File: src/rtl/rank_sorter.sv
// rank_sorter: buffers N node values, sorts them descending (stable) with a sequential odd-even transposition network, streams (value, index) out.
// Latency: out_valid first rises N+1 cycles after the Nth accept; with SORT_EARLY_EXIT_EN defined a presorted batch needs only 3.
// Backpressure: in_ready only in LOAD; in DRAIN the head entry holds while out_ready is low. Optional macro: SORT_EARLY_EXIT_EN.
module rank_sorter #(
  parameter int N     = 16,
  parameter int WIDTH = 16,
  parameter int IDXW  = 4
) (
  input  logic             clk,
  input  logic             reset,
  input  logic             in_valid,
  output logic             in_ready,
  input  logic [WIDTH-1:0] in_val,
  output logic             out_valid,
  input  logic             out_ready,
  output logic [WIDTH-1:0] out_val,
  output logic [IDXW-1:0]  out_idx,
  output logic             out_last,
  output logic             busy
);

  typedef enum logic [1:0] {LOAD, SORT, DRAIN} state_t;

  localparam logic [IDXW-1:0] LAST = IDXW'(N - 1);

  state_t           r_state;
  logic [IDXW-1:0]  r_lcnt;
  logic [IDXW-1:0]  r_phase;
  logic [IDXW-1:0]  r_ptr;
  logic [WIDTH-1:0] r_val [N];
  logic [IDXW-1:0]  r_idx [N];

  logic [WIDTH-1:0] w_nval [N];
  logic [IDXW-1:0]  w_nidx [N];
  logic             w_in_fire;
  logic             w_out_fire;

`ifdef SORT_EARLY_EXIT_EN
  logic             w_swap;
  logic             r_clean;  // previous phase made no swap
`endif

  assign in_ready   = (r_state == LOAD);
  assign out_valid  = (r_state == DRAIN);
  assign busy       = (r_state != LOAD);
  assign w_in_fire  = in_valid & in_ready;
  assign w_out_fire = out_valid & out_ready;
  assign out_val    = out_valid ? r_val[r_ptr] : '0;
  assign out_idx    = out_valid ? r_idx[r_ptr] : '0;
  assign out_last   = out_valid && (r_ptr == LAST);

  // One transposition phase: compare-exchange the pairs selected by phase parity.
  // Strict '>' leaves equal values in arrival order, so the sort is stable.
  always_comb begin
    w_nval = r_val;
    w_nidx = r_idx;
`ifdef SORT_EARLY_EXIT_EN
    w_swap = 1'b0;
`endif
    for (int j = 0; j < N - 1; j++) begin
      if ((j[0] == r_phase[0]) && (r_val[j+1] > r_val[j])) begin
        w_nval[j]   = r_val[j+1];
        w_nval[j+1] = r_val[j];
        w_nidx[j]   = r_idx[j+1];
        w_nidx[j+1] = r_idx[j];
`ifdef SORT_EARLY_EXIT_EN
        w_swap      = 1'b1;
`endif
      end
    end
  end

  // Control FSM: load counter, sort phase counter, drain pointer
  always_ff @(posedge clk) begin
    if (reset) begin
      r_state <= LOAD;
      r_lcnt  <= '0;
      r_phase <= '0;
      r_ptr   <= '0;
`ifdef SORT_EARLY_EXIT_EN
      r_clean <= 1'b0;
`endif
    end else begin
      case (r_state)
        LOAD: begin
`ifdef SORT_EARLY_EXIT_EN
          r_clean <= 1'b0;
`endif
          if (w_in_fire) begin
            if (r_lcnt == LAST) begin
              r_lcnt  <= '0;
              r_phase <= '0;
              r_state <= SORT;
            end else begin
              r_lcnt <= r_lcnt + IDXW'(1);
            end
          end
        end
        SORT: begin
          r_phase <= r_phase + IDXW'(1);
`ifdef SORT_EARLY_EXIT_EN
          r_clean <= ~w_swap;
          // Two clean phases in a row (one of each parity) mean the batch is ordered
          if ((r_phase == LAST) || (r_clean && !w_swap)) begin
`else
          if (r_phase == LAST) begin
`endif
            r_phase <= '0;
            r_state <= DRAIN;
          end
        end
        DRAIN: begin
          if (w_out_fire) begin
            if (r_ptr == LAST) begin
              r_ptr   <= '0;
              r_state <= LOAD;
            end else begin
              r_ptr <= r_ptr + IDXW'(1);
            end
          end
        end
        default: r_state <= LOAD;
      endcase
    end
  end

  // Slot storage: written by arrivals in LOAD, rewritten by each phase in SORT
  always_ff @(posedge clk) begin
    if (!reset) begin
      if (w_in_fire) begin
        r_val[r_lcnt] <= in_val;
        r_idx[r_lcnt] <= r_lcnt;
      end else if (r_state == SORT) begin
        r_val <= w_nval;
        r_idx <= w_nidx;
      end
    end
  end

endmodule

File: config.mk
export PLATFORM = sky130hd
export DESIGN_NAME = rank_sorter
export DESIGN_NICKNAME = d
export VERILOG_FILES = /design/src/rtl/rank_sorter.sv
export SDC_FILE = /design/constraint.sdc
export NUM_CORES = 1
export LEC_CHECK = 0
export ABC_AREA = 1
export BUFFER_PORTS_ARGS = -buffer_cell sky130_fd_sc_hd__buf_4
export CORE_MARGIN = 2
export CORE_UTILIZATION = 30
export DETAILED_ROUTE_END_ITERATION = 8
export PLACE_DENSITY = 0.4
export SLEW_MARGIN = 30
export SYNTH_ARGS = -nofsm -noshare
export SYNTH_HDL_FRONTEND = slang
export SYNTH_SLANG_ARGS = --single-unit
File: constraint.sdc
create_clock -name clk -period 3.9 [get_ports clk]
set_clock_uncertainty 0.2 [all_clocks]
set_input_delay 0.78 -clock clk [delete_from_list [all_inputs] [get_ports clk]]
set_output_delay 0.78 -clock clk [all_outputs]
set_load 0.05 [all_outputs]
==> impl_results.md, run 1 <==
* Slew at the pin closest to its max-slew limit at 1.03 ns
* Root buffer cell: clkbuf_16
* Post-route setup slack at 0.0715 ns
* Seq/Total Area, Yosys at 0.353
* Area Overhead vs Synth at 11.7%
* Port buffer count at 43
* Synthesis Warnings at 0
* Iter 0 DRT Violations at 2438
* Initial core utilization at 0.301
* Synth area leader: edfxtp_1
* Reg-to-Reg Start: r_val[158]
* DR vias/cell at 5.18
* Post-place instance area at 29700 sq um
* Status: finished, final reports clean
* Detailed Routing Iterations Pass 1 at 5
* Fin Setup TNS at 0 ns
* Die Y-Extent at 309 microns
* Leak pwr at 14.3 nW
* Post-Syn Area per Cell at 7.17 sq um
* R2R setup slack at 0.59 ns
* Multi-input combinational cell area at 15200 sq um
* Most used flip-flop cell after synthesis: edfxtp_1
* Routed vias at 26700
* Post-CTS Repair Setup Buffers at 0
* Pwr Total at 9.68 mW
* Highest clock rate at 261 MHz
* Antenna fix cells at 0
* Crit path DAT at 2.85 ns
* Fin. max-slew vios at 0
* Site row count at 112
* Top post-synthesis cells by area: edfxtp_1 (34%), nand2_1 (15%), ha_1 (11%)
* Ports at 44
* Die area at 95800 sq um
* Distinct cells, synth at 37
* Clk pin slew, worst setup/hold paths at 0.06 ns
* Sequential cell area at 9900 sq um
* Largest net degree at the start of global routing at 84
* Hold endpoint: r_state[1]
* Synth top area share at 0.343
* Post-Route WL at 120 mm
* Rel. slew slack at 0.309
* Clk_lat worst skew at 0.60 ns
* Max clock buf depth at 3
* Worst hold start: reset
* Worst-path cell chain: inv_4 > buf_12 > buf_4 > o21ai_0 > nand2_1 > nand2_1 > a31oi_2 > buf_4
* CTS tree: built
* Total core area at 92900 sq um
* Count of final hold-check violations at 0
* RR Endpoint: r_val[153]
* Fin crit period at 3.83 ns
* Reg2reg path depth at 12
* Detailed Place HPWL at 89.3 mm
* Vias in the first global route at 24800
* Final GP Congestion at 0.851
* Number of nets in the layout at 4128
* Net Count, Synth at 4171
* RSZ-0062 raised after global routing: false
* Synth async-reset ratio at 0
* EDFF count, synth at 320
* Total CTS buffers at 46
* Slowest cell on crit path: dfxtp_4
* Critical path's largest stage delay at 0.39 ns
* Max_cap viols at 0
* Routed len/inst at 23.2 microns
* Global-route wire length before repair at 175 mm
* FILL cells at 10000
* CP Launch Type: register
* Share of cells above drive strength 1 at 0.0764
* Tot GR Track Use at 0.247
* H-tree depth at 2
* Final setup viols at 0
* Crit share post-route at 0.982
* Critical path type: register to output pin
* Critical path fanouts, max at 53
* Grt total ovfl at 0
* CP required at 2.92 ns
* Hold buffers post-CTS at 0
* Design area at 31300 sq um
* Pwr per Cell Area at 310 nW/um^2
* PostCTS Resize Cnt at 0
* Pre-CTS setup slack at 0.533 ns
* Sink Count at 334
* #FFs+latches synth at 334
* Width of the chip at 309 microns
* Post-Syn Instances at 3905
* Initial antenna violation count at 1
* Drt drc at 0
* Worst hold stages at 2
* Endpoint class of the critical path: output pin
* Worst hold path type: input pin to register
* CP Launch Point: r_ptr[0]
* Mapped cell area at 28000 sq um
* Max VDD drop at 0.245 mV
* Post-route ant nets at 0
cell families (layout without fill, tap and decap cells):
family / count (synthesis) / in the layout / share of synthesized area
buffers and inverters: 663 / 656 / 0.104
AOI/OAI and AO/OA: 538 / 538 / 0.102
and+or+nand+nor: 2123 / 2123 / 0.330
adders and majority gates: 246 / 246 / 0.110
DFF: 334 / 334 / 0.353
xor gates and xnor gates: 1 / 1 / 0.000313
synthesized netlist by cell type (all sizes together), types with 21 or more instances:
cell type,instances
nand4,168
inv,401
nand2,1160
a31oi,21
buf,178
nor2,263
edfxtp,320
ha,246
clkbuf,84
a21oi,255
nand3,522
o21ai,211
area by class of cell:
cell class,count,share of cell area
Clock buffer,58,0.0396
Clock inverter,26,0.00880
Inverter,401,0.0486
Multi-Input combinational cell,2908,0.488
Sequential cell,334,0.316
Tap cell,1254,0.0502
Timing Repair Buffer,171,0.0488
report_power, final:
group,total (mW),internal (mW),switching [mW]
logic,1.10,0.316,0.782
clock network,4.45,2.63,1.82
registers,4.14,4.03,0.111
routing by layer:
metal / part of all wire / track usage / up-vias
met5: 0 / 0 / -
met4: 0.027 / 0.0684 / 0
met3: 0.058 / 0.0287 / 112
met2: 0.41 / 0.357 / 789
met1: 0.50 / 0.382 / 12700
li1: - / - / 13100
state kept, by name (all words and copies together), names as in the netlist:
register,cells
r_lcnt,4
r_ptr,4
r_idx,64
r_val,256
r_state,2
r_phase,4
per-stage QoR:
step / utilization / hold slack [ns] / instances
finish: 0.337 / 0.248 / 5152
floorplan: - / 0.258 / 3905
global placement: 0.319 / 0.278 / 5064
global route: 0.337 / 0.236 / 5152
CTS: 0.336 / 0.220 / 5151
detailed placement: 0.320 / 0.279 / 5067
cell usage in the layout (no fill, tap or decap), drive strengths merged, types with 16 or more instances in the layout:
cell type,n
o21ai,211
a2bb2oi,16
nand2,1160
nand3,522
a31oi,21
nor2,263
inv,401
nand4,168
ha,246
buf,171
edfxtp,320
clkinv,20
a21oi,255
clkbuf,58
worst max-delay path by stage:
stage             endpoint  slack (ns)
2_1_floorplan   out_idx[0]        0.60
3_3_place_gp    r_val[151]        0.56
3_5_place_dp    r_val[150]        0.53
4_1_cts        out_val[15]        0.02
5_1_grt         out_idx[0]        0.01
6_report       out_val[15]        0.07
worst max-delay path, delay by kind of cell (launching register included):
family | cells | cell delay (ns)
buffers and inverters | 4 | 1.01
AOI/OAI and AO/OA | 2 | 0.46
DFF | 1 | 0.39
and+or+nand+nor | 2 | 0.36
Power figures use the tool's default switching activity.
==> run 2, diff against run 1 <==
--- a/config.mk
+++ b/config.mk
@@ -12,3 +12,3 @@
 export DETAILED_ROUTE_END_ITERATION = 8
-export PLACE_DENSITY = 0.4
+export PLACE_DENSITY_LB_ADDON = 0.15
 export SLEW_MARGIN = 30
==> constraint.sdc (replaced) <==
create_clock -name clk -period 3.9 [get_ports clk]
set_clock_uncertainty 0.2 [all_clocks]
set_input_delay 0.585 -clock clk [delete_from_list [all_inputs] [get_ports clk]]
set_output_delay 0.585 -clock clk [all_outputs]
set_load 0.05 [all_outputs]
==> impl_results.md, run 2 (same netlist as run 1, synthesis figures left out) <==
* Pre-CTS setup slack at 0.684 ns (was 0.533 ns)
* RSZ-0062 raised after global routing: false (unchanged)
* Leak pwr at 14.1 nW (was 14.3 nW)
* PostCTS Resize Cnt at 0 (unchanged)
* Tot GR Track Use at 0.245 (was 0.247)
* Slew at the pin closest to its max-slew limit at 1.04 ns (was 1.03 ns)
* CTS tree: built (unchanged)
* H-tree depth at 2 (unchanged)
* Fin crit period at 3.83 ns (about the same)
* Drt drc at 0 (unchanged)
* Final GP Congestion at 0.894 (was 0.851)
* Crit share post-route at 0.983 (was 0.982)
* Die area at 95800 sq um (unchanged)
* Pwr per Cell Area at 297 nW/um^2 (was 310 nW/um^2)
* Fin Setup TNS at 0 ns (unchanged)
* Worst hold path type: input pin to register (unchanged)
* Total core area at 92900 sq um (unchanged)
* Max VDD drop at 0.277 mV (was 0.245 mV)
* Grt total ovfl at 0 (unchanged)
* Largest net degree at the start of global routing at 114 (was 84)
* Site row count at 112 (unchanged)
* Sink Count at 334 (unchanged)
* Share of cells above drive strength 1 at 0.0705 (was 0.0764)
* Final setup viols at 0 (unchanged)
* Rel. slew slack at 0.306 (was 0.309)
* CP Launch Type: register (unchanged)
* CP required at 3.12 ns (was 2.92 ns)
* Clk pin slew, worst setup/hold paths at 0.06 ns (about the same)
* Top flop regs: r_val: 256 flops, r_idx: 64 flops (unchanged)
* Global-route wire length before repair at 175 mm (about the same)
* Highest clock rate at 261 MHz (about the same)
* Port buffer count at 43 (unchanged)
* Status: finished, final reports clean (unchanged)
* Number of nets in the layout at 4121 (was 4128)
* DR vias/cell at 5.27 (was 5.18)
* Largest register by flop count: r_val (unchanged)
* Detailed Routing Iterations Pass 1 at 7 (was 5)
* Largest register FFs at 256 (unchanged)
* Area Overhead vs Synth at 10.1% (was 11.7%)
* Width of the chip at 309 microns (unchanged)
* Hold buffers post-CTS at 0 (unchanged)
* Total CTS buffers at 45 (was 46)
* Max_cap viols at 0 (unchanged)
* Initial core utilization at 0.301 (unchanged)
* Fin. max-slew vios at 0 (unchanged)
* Die Y-Extent at 309 microns (unchanged)
* Initial antenna violation count at 4 (was 1)
* Commonest non-fill, non-tap cells in the layout: nand2_1 (1155), nand3_1 (522), inv_1 (389) (was nand2_1 (1155), nand3_1 (522), inv_1 (390))
* Clk_lat worst skew at 0.60 ns (about the same)
* Vias in the first global route at 25200 (was 24800)
* Most common library cell in the layout ignoring fill and taps: nand2_1 (unchanged)
* Routed len/inst at 22.9 microns (was 23.2 microns)
* Post-route setup slack at 0.0656 ns (was 0.0715 ns)
* Routed vias at 27100 (was 26700)
* Post-Route WL at 118 mm (was 120 mm)
* Post-route ant nets at 0 (unchanged)
* Max clock buf depth at 3 (unchanged)
* Detailed Place HPWL at 87.0 mm (was 89.3 mm)
* Antenna fix cells at 0 (unchanged)
* Iter 0 DRT Violations at 2917 (was 2438)
* Critical path type: register to output pin (unchanged)
* Post-CTS Repair Setup Buffers at 0 (unchanged)
* Critical path fanouts, max at 49 (was 53)
* Endpoint class of the critical path: output pin (unchanged)
* Crit path DAT at 3.05 ns (was 2.85 ns)
* Root buffer cell: clkbuf_16 (unchanged)
* Count of final hold-check violations at 0 (unchanged)
* Ports at 44 (unchanged)
run 2: cell types whose count changed in the layout (fill, tap and decap cells not counted), sizes merged:
cell,before,now
clkbuf,58,57
clkinvlp,0,1
buf,171,165
bufinv,6,1
clkinv,20,21
run 2: metrics by stage:
stage	hold WS, ns	total power, mW	utilization	instances	instance area, sq um
after floorplan	0.258	4.87	-	3905	28000
after global placement	0.286	5.28	0.317	5061	29500
after detailed placement	0.296	5.28	0.318	5062	29500
after CTS	0.0344	9.19	0.332	5142	30800
after global routing	0.0605	9.46	0.332	5142	30800
final	0.0612	9.15	0.332	5142	30800
run 2: worst max-delay path, cell delays in order (launching register included):
cell	delay [ns]
dfxtp_4	0.45
inv_6	0.32
buf_4	0.38
o21ai_0	0.22
nand2_1	0.12
nand2_1	0.09
a31oi_1	0.53
buf_4	0.31
run 2: power breakdown:
part	switching, mW	internal (mW)
logic	0.780	0.298
registers	0.118	4.03
clock network	1.75	2.17
run 2: worst paths after layout:
check	from	end	slack [ns]	depth (start not counted)
min	reset	r_phase[1]	0.06	2
max	r_ptr[0]	out_val[0]	0.07	7
max reg2reg	r_val[151]	r_val[151]	0.55	11
min reg2reg	r_phase[1]	r_phase[1]	0.30	2
run 2: layout make-up:
type,count,area [sq um]
fillers,10100,62100
multi-input cells,2908,15200
flip-flops and latches,334,9900
well taps,1254,1570
inverters,401,1520
repair buffers,165,1310
clock buffers,57,1170
clock inverters,23,133
run 2: metal layers:
metal	GRT usage	part of all wire	wire length (microns)	vias to the layer above
met5	0	0.000085	10	-
met1	0.370	0.49	57300	12900
met2	0.361	0.42	49300	909
li1	-	-	-	13100
met4	0.0747	0.033	3900	2
met3	0.0281	0.063	7450	147
==> run 3, diff against run 2 <==
CELL_PAD_IN_SITES_DETAIL_PLACEMENT = 1   (was default)
CELL_PAD_IN_SITES_GLOBAL_PLACEMENT = 1   (was default)
==> impl_results.md, run 3 (same netlist as run 1, synthesis figures left out) <==
* R2R setup slack at 0.68 ns (was 0.55 ns)
* Status: finished, final reports clean (unchanged)
* Max_cap viols at 0 (unchanged)
* Total stage count of the critical path at 6 (was 7)
* Fin. max-slew vios at 0 (unchanged)
* CP required at 3.12 ns (about the same)
* Total CTS buffers at 46 (was 45)
* Post-route setup slack at 0.0652 ns (was 0.0656 ns)
* Reg2reg path depth at 10 (was 11)
* Max VDD drop at 0.307 mV (was 0.277 mV)
* Site row count at 112 (unchanged)
* Initial antenna violation count at 0 (was 4)
* Final Util at 0.336 (was 0.332)
* Pre-CTS setup slack at 0.745 ns (was 0.684 ns)
* Endpoint class of the critical path: output pin (unchanged)
* Pwr Total at 9.56 mW (was 9.15 mW)
* Detailed Place HPWL at 96.9 mm (was 87.0 mm)
* Count of final hold-check violations at 0 (unchanged)
* Crit share post-route at 0.983 (about the same)
* Routed len/inst at 25.1 microns (was 22.9 microns)
* Critical path type: register to output pin (unchanged)
* RR Endpoint: r_val[229] (was r_val[151])
* Worst-path cell chain: buf_12 > o21ai_0 > nand3_1 > nand3_1 > a31oi_1 > buf_4 (was inv_6 > buf_4 > o21ai_0 > nand2_1 > nand2_1 > a31oi_1 > buf_4)
* Critical path's largest stage delay at 0.45 ns (was 0.53 ns)
* Ports at 44 (unchanged)
* Area Overhead vs Synth at 11.5% (was 10.1%)
* CP Launch Point: r_ptr[0] (unchanged)
* Largest net degree at the start of global routing at 123 (was 114)
* Top flop regs: r_val: 256 flops, r_idx: 64 flops (unchanged)
* Total core area at 92900 sq um (unchanged)
* Tot GR Track Use at 0.270 (was 0.245)
* Worst hold path type: input pin to register (unchanged)
* Detailed Routing Iterations Pass 1 at 5 (was 7)
* DR vias/cell at 5.39 (was 5.27)
* Port buffer count at 43 (unchanged)
* Final GP Congestion at 0.871 (was 0.894)
* Highest clock rate at 261 MHz (about the same)
* Number of nets in the layout at 4145 (was 4121)
* Rel. slew slack at 0.274 (was 0.306)
* Width of the chip at 309 microns (unchanged)
* Commonest non-fill, non-tap cells in the layout: nand2_1 (1155), nand3_1 (522), inv_1 (388) (was nand2_1 (1155), nand3_1 (522), inv_1 (389))
* Grt total ovfl at 0 (unchanged)
* Sink Count at 334 (unchanged)
* Hold buffers post-CTS at 0 (unchanged)
* Design area at 31200 sq um (was 30800 sq um)
* H-tree depth at 2 (unchanged)
* Buffers & Inverters on Critical Path at 2 (was 3)
* Max clock buf depth at 3 (unchanged)
* Post-place instance area at 29800 sq um (was 29500 sq um)
* Root buffer cell: clkbuf_16 (unchanged)
* CTS tree: built (unchanged)
* Vias in the first global route at 27100 (was 25200)
* Most frequent CP cell: nand3_1
* CP Launch Type: register (unchanged)
* Slowest cell on crit path: o21ai_0 (was a31oi_1)
* Leak pwr at 14.3 nW (was 14.1 nW)
* Post-CTS Repair Setup Buffers at 0 (unchanged)
* Clk pin slew, worst setup/hold paths at 0.06 ns (about the same)
* Die Y-Extent at 309 microns (unchanged)
* Initial core utilization at 0.301 (unchanged)
* CP endpoint: out_val[0] (unchanged)
* Crit path DAT at 3.05 ns (about the same)
* Pwr per Cell Area at 306 nW/um^2 (was 297 nW/um^2)
* Iter 0 DRT Violations at 2504 (was 2917)
* Share of cells above drive strength 1 at 0.0797 (was 0.0705)
* Slew at the pin closest to its max-slew limit at 1.09 ns (was 1.04 ns)
* Clk_lat worst skew at 0.61 ns (was 0.60 ns)
* Critical path fanouts, max at 122 (was 49)
* Fin Setup TNS at 0 ns (unchanged)
* Antenna fix cells at 0 (unchanged)
* CP top delay family: compound AO/OA/AOI/OAI gates (was buffers and inverters)
* Drt drc at 0 (unchanged)
* Fin crit period at 3.83 ns (about the same)
* Reg-to-Reg Start: r_val[215] (was r_val[151])
* Post-Route WL at 130 mm (was 118 mm)
* Largest register FFs at 256 (unchanged)
* PostCTS Resize Cnt at 0 (unchanged)
* Most common library cell in the layout ignoring fill and taps: nand2_1 (unchanged)
* RSZ-0062 raised after global routing: false (unchanged)
* Global-route wire length before repair at 191 mm (was 175 mm)
* Die area at 95800 sq um (unchanged)
* Post-route ant nets at 0 (unchanged)
* Largest register by flop count: r_val (unchanged)
* Routed vias at 27900 (was 27100)
* Final setup viols at 0 (unchanged)
==> run 3: worst register-to-register path: stages, from the launching register on <==
cell and delay (ns):
edfxtp_1 0.46, ha_1 0.34, nand2_1 0.08, nor2_1 0.19
nand4_1 0.17, nor2_1 0.21, nor2_1 0.09, nand2_1 0.14
nand3_1 0.08, nand2_1 0.08, clkinv_1 0.65
==> run 3: how the worst min path moves through the flow <==
| stage | from | endpoint | slack, ns | cells after the start |
|---|---|---|---|---|
| floorplan | r_phase[1] | r_phase[1] | 0.26 | 2 |
| global placement | r_phase[1] | r_phase[1] | 0.28 | 2 |
| detailed placement | r_phase[1] | r_phase[1] | 0.28 | 2 |
| CTS | reset | r_phase[1] | 0.007 | 2 |
| global route | reset | r_phase[2] | 0.03 | 2 |
| finish | reset | r_phase[1] | 0.03 | 2 |
==> run 3: layout make-up <==
cell class / instances / area, sq um
fillers: 11400 / 61700
clock inverters: 29 / 233
flip-flops and latches: 334 / 9900
repair buffers: 188 / 1550
clock buffers: 56 / 1210
inverters: 401 / 1530
multi-input cells: 2908 / 15200
well taps: 1254 / 1570
==> run 3: per-stage QoR <==
step                instances  hold slack, ns
finish                   5170          0.0339
CTS                      5170         0.00690
detailed placement       5085           0.283
global placement         5082           0.283
global route             5170          0.0311
floorplan                3905           0.258
==> run 3: per-layer routing <==
metal,wire length [microns],part of all wire,track usage
met1,63700,0.49,0.410
met4,3760,0.029,0.0741
met3,7980,0.061,0.0304
met5,0,0,0
met2,54500,0.42,0.399
==> run 3: report_power, final <==
group	total (mW)	internal [mW]	switching [mW]
sequential	4.14	4.03	0.112
clock	4.26	2.40	1.86
combinational	1.15	0.318	0.833
